### src/rtl/mul_seq_int.sv
// Iterative shift-add multiplier: one operand pair per valid/ready transaction, RADIX_BITS multiplier bits per cycle.
// Define MUL_SEQ_SIGNED_EN to honour signed_mode (two's-complement operands); otherwise all products are unsigned.
module mul_seq_int #(
    parameter int WIDTH      = 16,
    parameter int RADIX_BITS = 1
) (
    input  logic             clk,
    input  logic             rst,
    input  logic             in_valid,
    output logic             in_ready,
    input  logic [WIDTH-1:0] a,
    input  logic [WIDTH-1:0] b,
    input  logic             signed_mode,
    output logic             out_valid,
    input  logic             out_ready,
    output logic [WIDTH-1:0] p_lo,
    output logic [WIDTH-1:0] p_hi
);

    localparam int N  = WIDTH / RADIX_BITS;
    localparam int CW = $clog2(N + 1);

    typedef enum logic [1:0] {IDLE, BUSY, DONE} state_t;

    state_t               state_q, state_d;
    logic                 in_ready_q, in_ready_d;
    logic                 out_valid_q, out_valid_d;
    logic [CW-1:0]        cnt_q, cnt_d;
    logic [2*WIDTH-1:0]   acc_q, acc_d;
    logic [2*WIDTH-1:0]   mcand_q, mcand_d;
    logic [WIDTH-1:0]     mplier_q, mplier_d;
    logic [2*WIDTH-1:0]   p_q, p_d;

    logic                 accept;
    logic [WIDTH-1:0]     a_mag, b_mag;
    logic [2*WIDTH-1:0]   res_fix;
    logic [2*WIDTH-1:0]   pp_sum;
    logic [2*WIDTH-1:0]   pp_term [RADIX_BITS];

    assign accept = (state_q == IDLE) && in_valid && in_ready_q;

`ifdef MUL_SEQ_SIGNED_EN
    logic neg_q, neg_d;
    logic a_neg, b_neg;

    // Magnitudes fit WIDTH bits unsigned, including the most negative value.
    always_comb begin
        a_neg   = signed_mode & a[WIDTH-1];
        b_neg   = signed_mode & b[WIDTH-1];
        a_mag   = a_neg ? (~a + 1'b1) : a;
        b_mag   = b_neg ? (~b + 1'b1) : b;
        neg_d   = accept ? (a_neg ^ b_neg) : neg_q;
        res_fix = neg_q ? (~acc_q + 1'b1) : acc_q;
    end

    always_ff @(posedge clk) begin
        if (rst) begin
            neg_q <= 1'b0;
        end else begin
            neg_q <= neg_d;
        end
    end
`else
    logic sm_unused;
    assign sm_unused = signed_mode;

    always_comb begin
        a_mag   = a;
        b_mag   = b;
        res_fix = acc_q;
    end
`endif

    // Each consumed multiplier bit selects a copy of the aligned multiplicand.
    generate
        for (genvar gi = 0; gi < RADIX_BITS; gi++) begin : g_pp
            assign pp_term[gi] = mplier_q[gi] ? (mcand_q << gi) : '0;
        end
    endgenerate

    always_comb begin
        pp_sum = '0;
        for (int i = 0; i < RADIX_BITS; i++) begin
            pp_sum = pp_sum + pp_term[i];
        end
    end

    always_comb begin
        state_d     = state_q;
        in_ready_d  = in_ready_q;
        out_valid_d = out_valid_q;
        cnt_d       = cnt_q;
        acc_d       = acc_q;
        mcand_d     = mcand_q;
        mplier_d    = mplier_q;
        p_d         = p_q;
        case (state_q)
            IDLE: begin
                in_ready_d = 1'b1;
                if (accept) begin
                    state_d    = BUSY;
                    in_ready_d = 1'b0;
                    mcand_d    = {{WIDTH{1'b0}}, a_mag};
                    mplier_d   = b_mag;
                    acc_d      = '0;
                    cnt_d      = '0;
                end
            end
            BUSY: begin
                // Counter reaching N marks the extra sign-fix cycle before DONE.
                if (cnt_q == CW'(N)) begin
                    p_d         = res_fix;
                    out_valid_d = 1'b1;
                    state_d     = DONE;
                end else begin
                    acc_d    = acc_q + pp_sum;
                    mcand_d  = mcand_q << RADIX_BITS;
                    mplier_d = mplier_q >> RADIX_BITS;
                    cnt_d    = cnt_q + 1'b1;
                end
            end
            DONE: begin
                if (out_ready) begin
                    out_valid_d = 1'b0;
                    in_ready_d  = 1'b1;
                    state_d     = IDLE;
                end
            end
            default: begin
                state_d = IDLE;
            end
        endcase
    end

    always_ff @(posedge clk) begin
        if (rst) begin
            state_q     <= IDLE;
            in_ready_q  <= 1'b0;
            out_valid_q <= 1'b0;
            cnt_q       <= '0;
            acc_q       <= '0;
            mcand_q     <= '0;
            mplier_q    <= '0;
            p_q         <= '0;
        end else begin
            state_q     <= state_d;
            in_ready_q  <= in_ready_d;
            out_valid_q <= out_valid_d;
            cnt_q       <= cnt_d;
            acc_q       <= acc_d;
            mcand_q     <= mcand_d;
            mplier_q    <= mplier_d;
            p_q         <= p_d;
        end
    end

    assign in_ready  = in_ready_q;
    assign out_valid = out_valid_q;
    assign p_lo      = p_q[WIDTH-1:0];
    assign p_hi      = p_q[2*WIDTH-1:WIDTH];

endmodule

### config.mk
export PLATFORM = sky130hd
export DESIGN_NAME = mul_seq_int
export DESIGN_NICKNAME = d
export VERILOG_FILES = /design/src/rtl/mul_seq_int.sv
export SDC_FILE = /design/constraint.sdc
export NUM_CORES = 1
export LEC_CHECK = 0
export BUFFER_PORTS_ARGS = -buffer_cell sky130_fd_sc_hd__buf_4
export CORE_ASPECT_RATIO = 1.5
export CORE_UTILIZATION = 40
export DETAILED_ROUTE_END_ITERATION = 6
export SETUP_SLACK_MARGIN = 0.2
export SLEW_MARGIN = 10
export SYNTH_ARGS = -nofsm -noshare
export SYNTH_HDL_FRONTEND = slang
export SYNTH_SLANG_ARGS = --single-unit
### constraint.sdc
create_clock -name clk -period 6 [get_ports clk]
set_input_delay 1.2 -clock clk [delete_from_list [all_inputs] [get_ports clk]]
set_output_delay 1.2 -clock clk [all_outputs]
set_load 0.05 [all_outputs]
==> qor.csv <==
stage;metric;value;unit
status;status;finished, final reports clean;
floorplan;start_util;40.7;%
floorplan;rows;56;
clock_tree;cts_sinks;121;
clock_tree;hold_buffers;0;
finish;fin_area;0.00760;mm²
pwr;seq_power_share;42.2;%
synthesis;yosys.area.top_type;dfxtp_1;
worst_setup_path;crit_family;compound AO/OA/AOI/OAI gates;
clock_tree;clock_path_buffers;2;
pwr;p_switching;0.445;mW
floorplan;ioPinCount;71;
worst_setup_path;crit_type;register to register;
synthesis;synth_seq_cells;121;
worst_setup_path;worstPathArrival;3.70;ns
sta;post-route-worst-setup-slack;2.60;ns
worst_setup_path;r2r_start;mplier_q[0]$_SDFFE_PP0P_;
synthesis;synth_edf_count;0;
pwr;power.internal;1.52;mW
pwr;power_frac_comb;6.0;%
placed_design;io_buffers;69;
route;avgViaCountPerCell;5.44;
worst_setup_path;r2r_slack;2.60;ns
global_routing;grt_max_degree;65;
pwr;powerDensity;259;mW/mm²
clock_tree;cts_buffers;17;
sta;clock-skew-final;0.0109;ns
finish;syn2layout_area_growth;19.4;%
route;dr_wl_met2;8.74;mm
synthesis;synthCells;807;
sta;finalSetupViolCount;0;
sta;slew_viol_final;0;
clock_tree;h-tree-depth;4;
sta;period_share;56.7;%
synthesis;synth_top_area_share;38.1;%
finish;final_cell_mix;nand2_1 (163), a21oi_1 (122), dfxtp_1 (121);
pwr;clkPwrFrac;51.8;%
sta;rsz0062_at_grt;false;
global_routing;track_usage;20.8;%
placed_design;place_congestion;0.899;
floorplan;die_area;0.0164;mm²
worst_setup_path;critPathBufInv;1;
route;wl_per_cell;15.5;µm
worst_setup_path;cp.depth;11;
route;vias;5779;
finish;drive_gt1_share;14.0;%
global_routing;antenna_found_initial;0;
finish;antenna_cells;0;
route;met1Wirelength;6.93;mm
run;drv_cap;0;
sta;tns;0;ns
global_routing;grt_pass1_wl;27.2;mm
route;drc;0;
worst_setup_path;cp-start-kind;register;
synthesis;synth_area_per_cell;7.88;µm²
sta;fmax;294;MHz
worst_setup_path;end_kind;register;
route;drt_iter0_markers;255;
synthesis;ys_seq_area_share;38.1;%
global_routing;grt_pass1_vias;5658;
worst_setup_path;reg2reg_depth;11;
worst_setup_path;crit_chain;and2_1 > ha_1 > inv_1 > fa_1 > nor2b_1 > o2111ai_1 > a21oi_2 > o2111ai_2 > a211oi_1 > o21ai_0 > a32o_1;
worst_setup_path;critPathLaunch;mplier_q[0]$_SDFFE_PP0P_;
finish;final_util;48.6;%
synthesis;ys_types;56;
clock_tree;cts_resized;0;
floorplan;die-width;105;µm
floorplan;core_area;0.0156;mm²
worst_setup_path;r2r-end;acc_q[28]$_SDFFE_PP0P_;
placed_design;placed_area;0.00701;mm²
clock_tree;cts.clk_slew.worst_paths;0.05;ns
synthesis;yosys_warnings;0;
synthesis;synth_nets;878;
sta;period_needed;3.40;ns
synthesis;syn_area;0.00636;mm²
placed_design;dp_slack;2.60;ns
pwr;netSwitchingFraction;22.6;%
clock_tree;clock_latency;0.41;ns
clock_tree;postCtsSetupBuffers;0;
pwr;irDropWorstVdd;0.175;mV
sta;slew_headroom;36.1;%
sta;finalHoldViolCount;0;
global_routing;grt_overflow;0;
placed_design;dpl.hpwl;11.5;mm
floorplan;die_h;156;µm
synthesis;async_flop_share;0;%
worst_setup_path;cpPeakStageDelay;0.55;ns
worst_hold_path;hold_path.class;register to register;
synthesis;ys_top_cells_by_area;dfxtp_1 (38%), nand2_1 (9.6%), a21oi_1 (9.6%);
route;dr.max_layer_used;met4;
route;ant_nets;0;
route;dr.pass1.iters;5;
worst_setup_path;crit_required;6.30;ns
synthesis;ys.flop_type;dfxtp_1;
route;wl_met3;549;µm
clock_tree;cts_tree;done;
sta;tightest_slew;0.956;ns
pwr;leakage;2.99;nW
worst_setup_path;critPathCapture;acc_q[28]$_SDFFE_PP0P_;
worst_setup_path;crit_slowest_cell;dfxtp_1;
clock_tree;clockRootBuffer;clkbuf_16;
finish;final_common_cell;nand2_1;
finish;nets;919;
route;wl;16.5;mm
worst_setup_path;path_max_fanout;13;
## cell usage after synthesis (all sizes together) (2+ instances only)
| cell type | n |
|---|---|
| nand2 | 163 |
| a21oi | 126 |
| dfxtp | 121 |
| clkbuf | 45 |
| nand3 | 36 |
| a22oi | 33 |
| and2 | 33 |
| ha | 33 |
| o21ai | 31 |
| nor2 | 24 |
| a21o | 15 |
| xnor2 | 14 |
| buf | 11 |
| inv | 11 |
| nand4 | 10 |
| xor2 | 10 |
| nor3 | 8 |
| o21a | 8 |
| o21bai | 7 |
| a211oi | 5 |
| a32o | 5 |
| and3 | 5 |
| nor2b | 5 |
| o211ai | 5 |
| or3 | 5 |
| a31oi | 4 |
| nand2b | 4 |
| a211o | 3 |
| nand3b | 3 |
| nor4b | 3 |
| a21boi | 2 |
| mux2i | 2 |
| o2111ai | 2 |
| o31ai | 2 |
## per-stage QoR
step | power [mW] | cells | hold WS [ns]
final | 1.97 | 1062 | 0.450
after global routing | 2.04 | 1062 | 0.473
after CTS | 1.99 | 1062 | 0.454
after detailed placement | 0.967 | 1032 | 0.447
after global placement | 0.966 | 1032 | 0.444
after floorplan | 0.917 | 807 | 0.437
## flip-flops by register name (all words and copies together) (netlist names)
| name | count |
|---|---|
| mplier_q | 16 |
| state_q | 2 |
| cnt_q | 5 |
| acc_q | 32 |
| out_valid | 1 |
| mcand_q | 32 |
| p_q | 32 |
| in_ready | 1 |
## power groups by stage
stage	Combinational (mW)	Clock (mW)	Sequential, mW
6_report	0.118	1.02	0.830
3_3_place_gp	0.119	0	0.847
5_1_grt	0.131	1.08	0.832
4_1_cts	0.120	1.04	0.830
3_5_place_dp	0.119	0	0.847
2_1_floorplan	0.0714	0	0.845
## how the worst min path moves through the flow
stage	from	endpoint	slack, ns	cells after the start
3_3_place_gp	p_q[19]$_SDFFE_PP0P_	p_q[19]$_SDFFE_PP0P_	0.44	2
4_1_cts	p_q[24]$_SDFFE_PP0P_	p_q[24]$_SDFFE_PP0P_	0.45	2
2_1_floorplan	mplier_q[10]$_SDFFE_PP0P_	mplier_q[10]$_SDFFE_PP0P_	0.44	2
5_1_grt	mplier_q[8]$_SDFFE_PP0P_	mplier_q[8]$_SDFFE_PP0P_	0.47	2
3_5_place_dp	p_q[24]$_SDFFE_PP0P_	p_q[24]$_SDFFE_PP0P_	0.45	2
6_report	p_q[24]$_SDFFE_PP0P_	p_q[24]$_SDFFE_PP0P_	0.45	2
## layout make-up
class	count	area [µm²]
inverter	11	41.3
multi-input combinational	619	3710
sequential	121	2420
clock inverter	9	124
fill	1556	8030
clock buffer	21	460
timing repair buffer	78	586
tap	203	254
## logic make-up after synthesis
kind of cell,share of synthesized area [%]
buffers and inverters,4.21
and+or+nand+nor,22.5
AOI/OAI and AO/OA,24.8
muxes,0.315
adders and majority gates,6.80
DFF,38.1
xor gates and xnor gates,3.30
## per-layer routing
metal,global-route usage (%),vias to the layer above
met5,0,-
met4,7.71,0
met3,3.87,23
met2,39.4,120
met1,22.9,2704
li1,-,2932
## tightest hold or removal path, stage by stage (launching register included)
cell and delay (ns):
dfxtp_1 0.30, nand2_1 0.05, a21oi_1 0.05
Power figures use the tool's default switching activity.
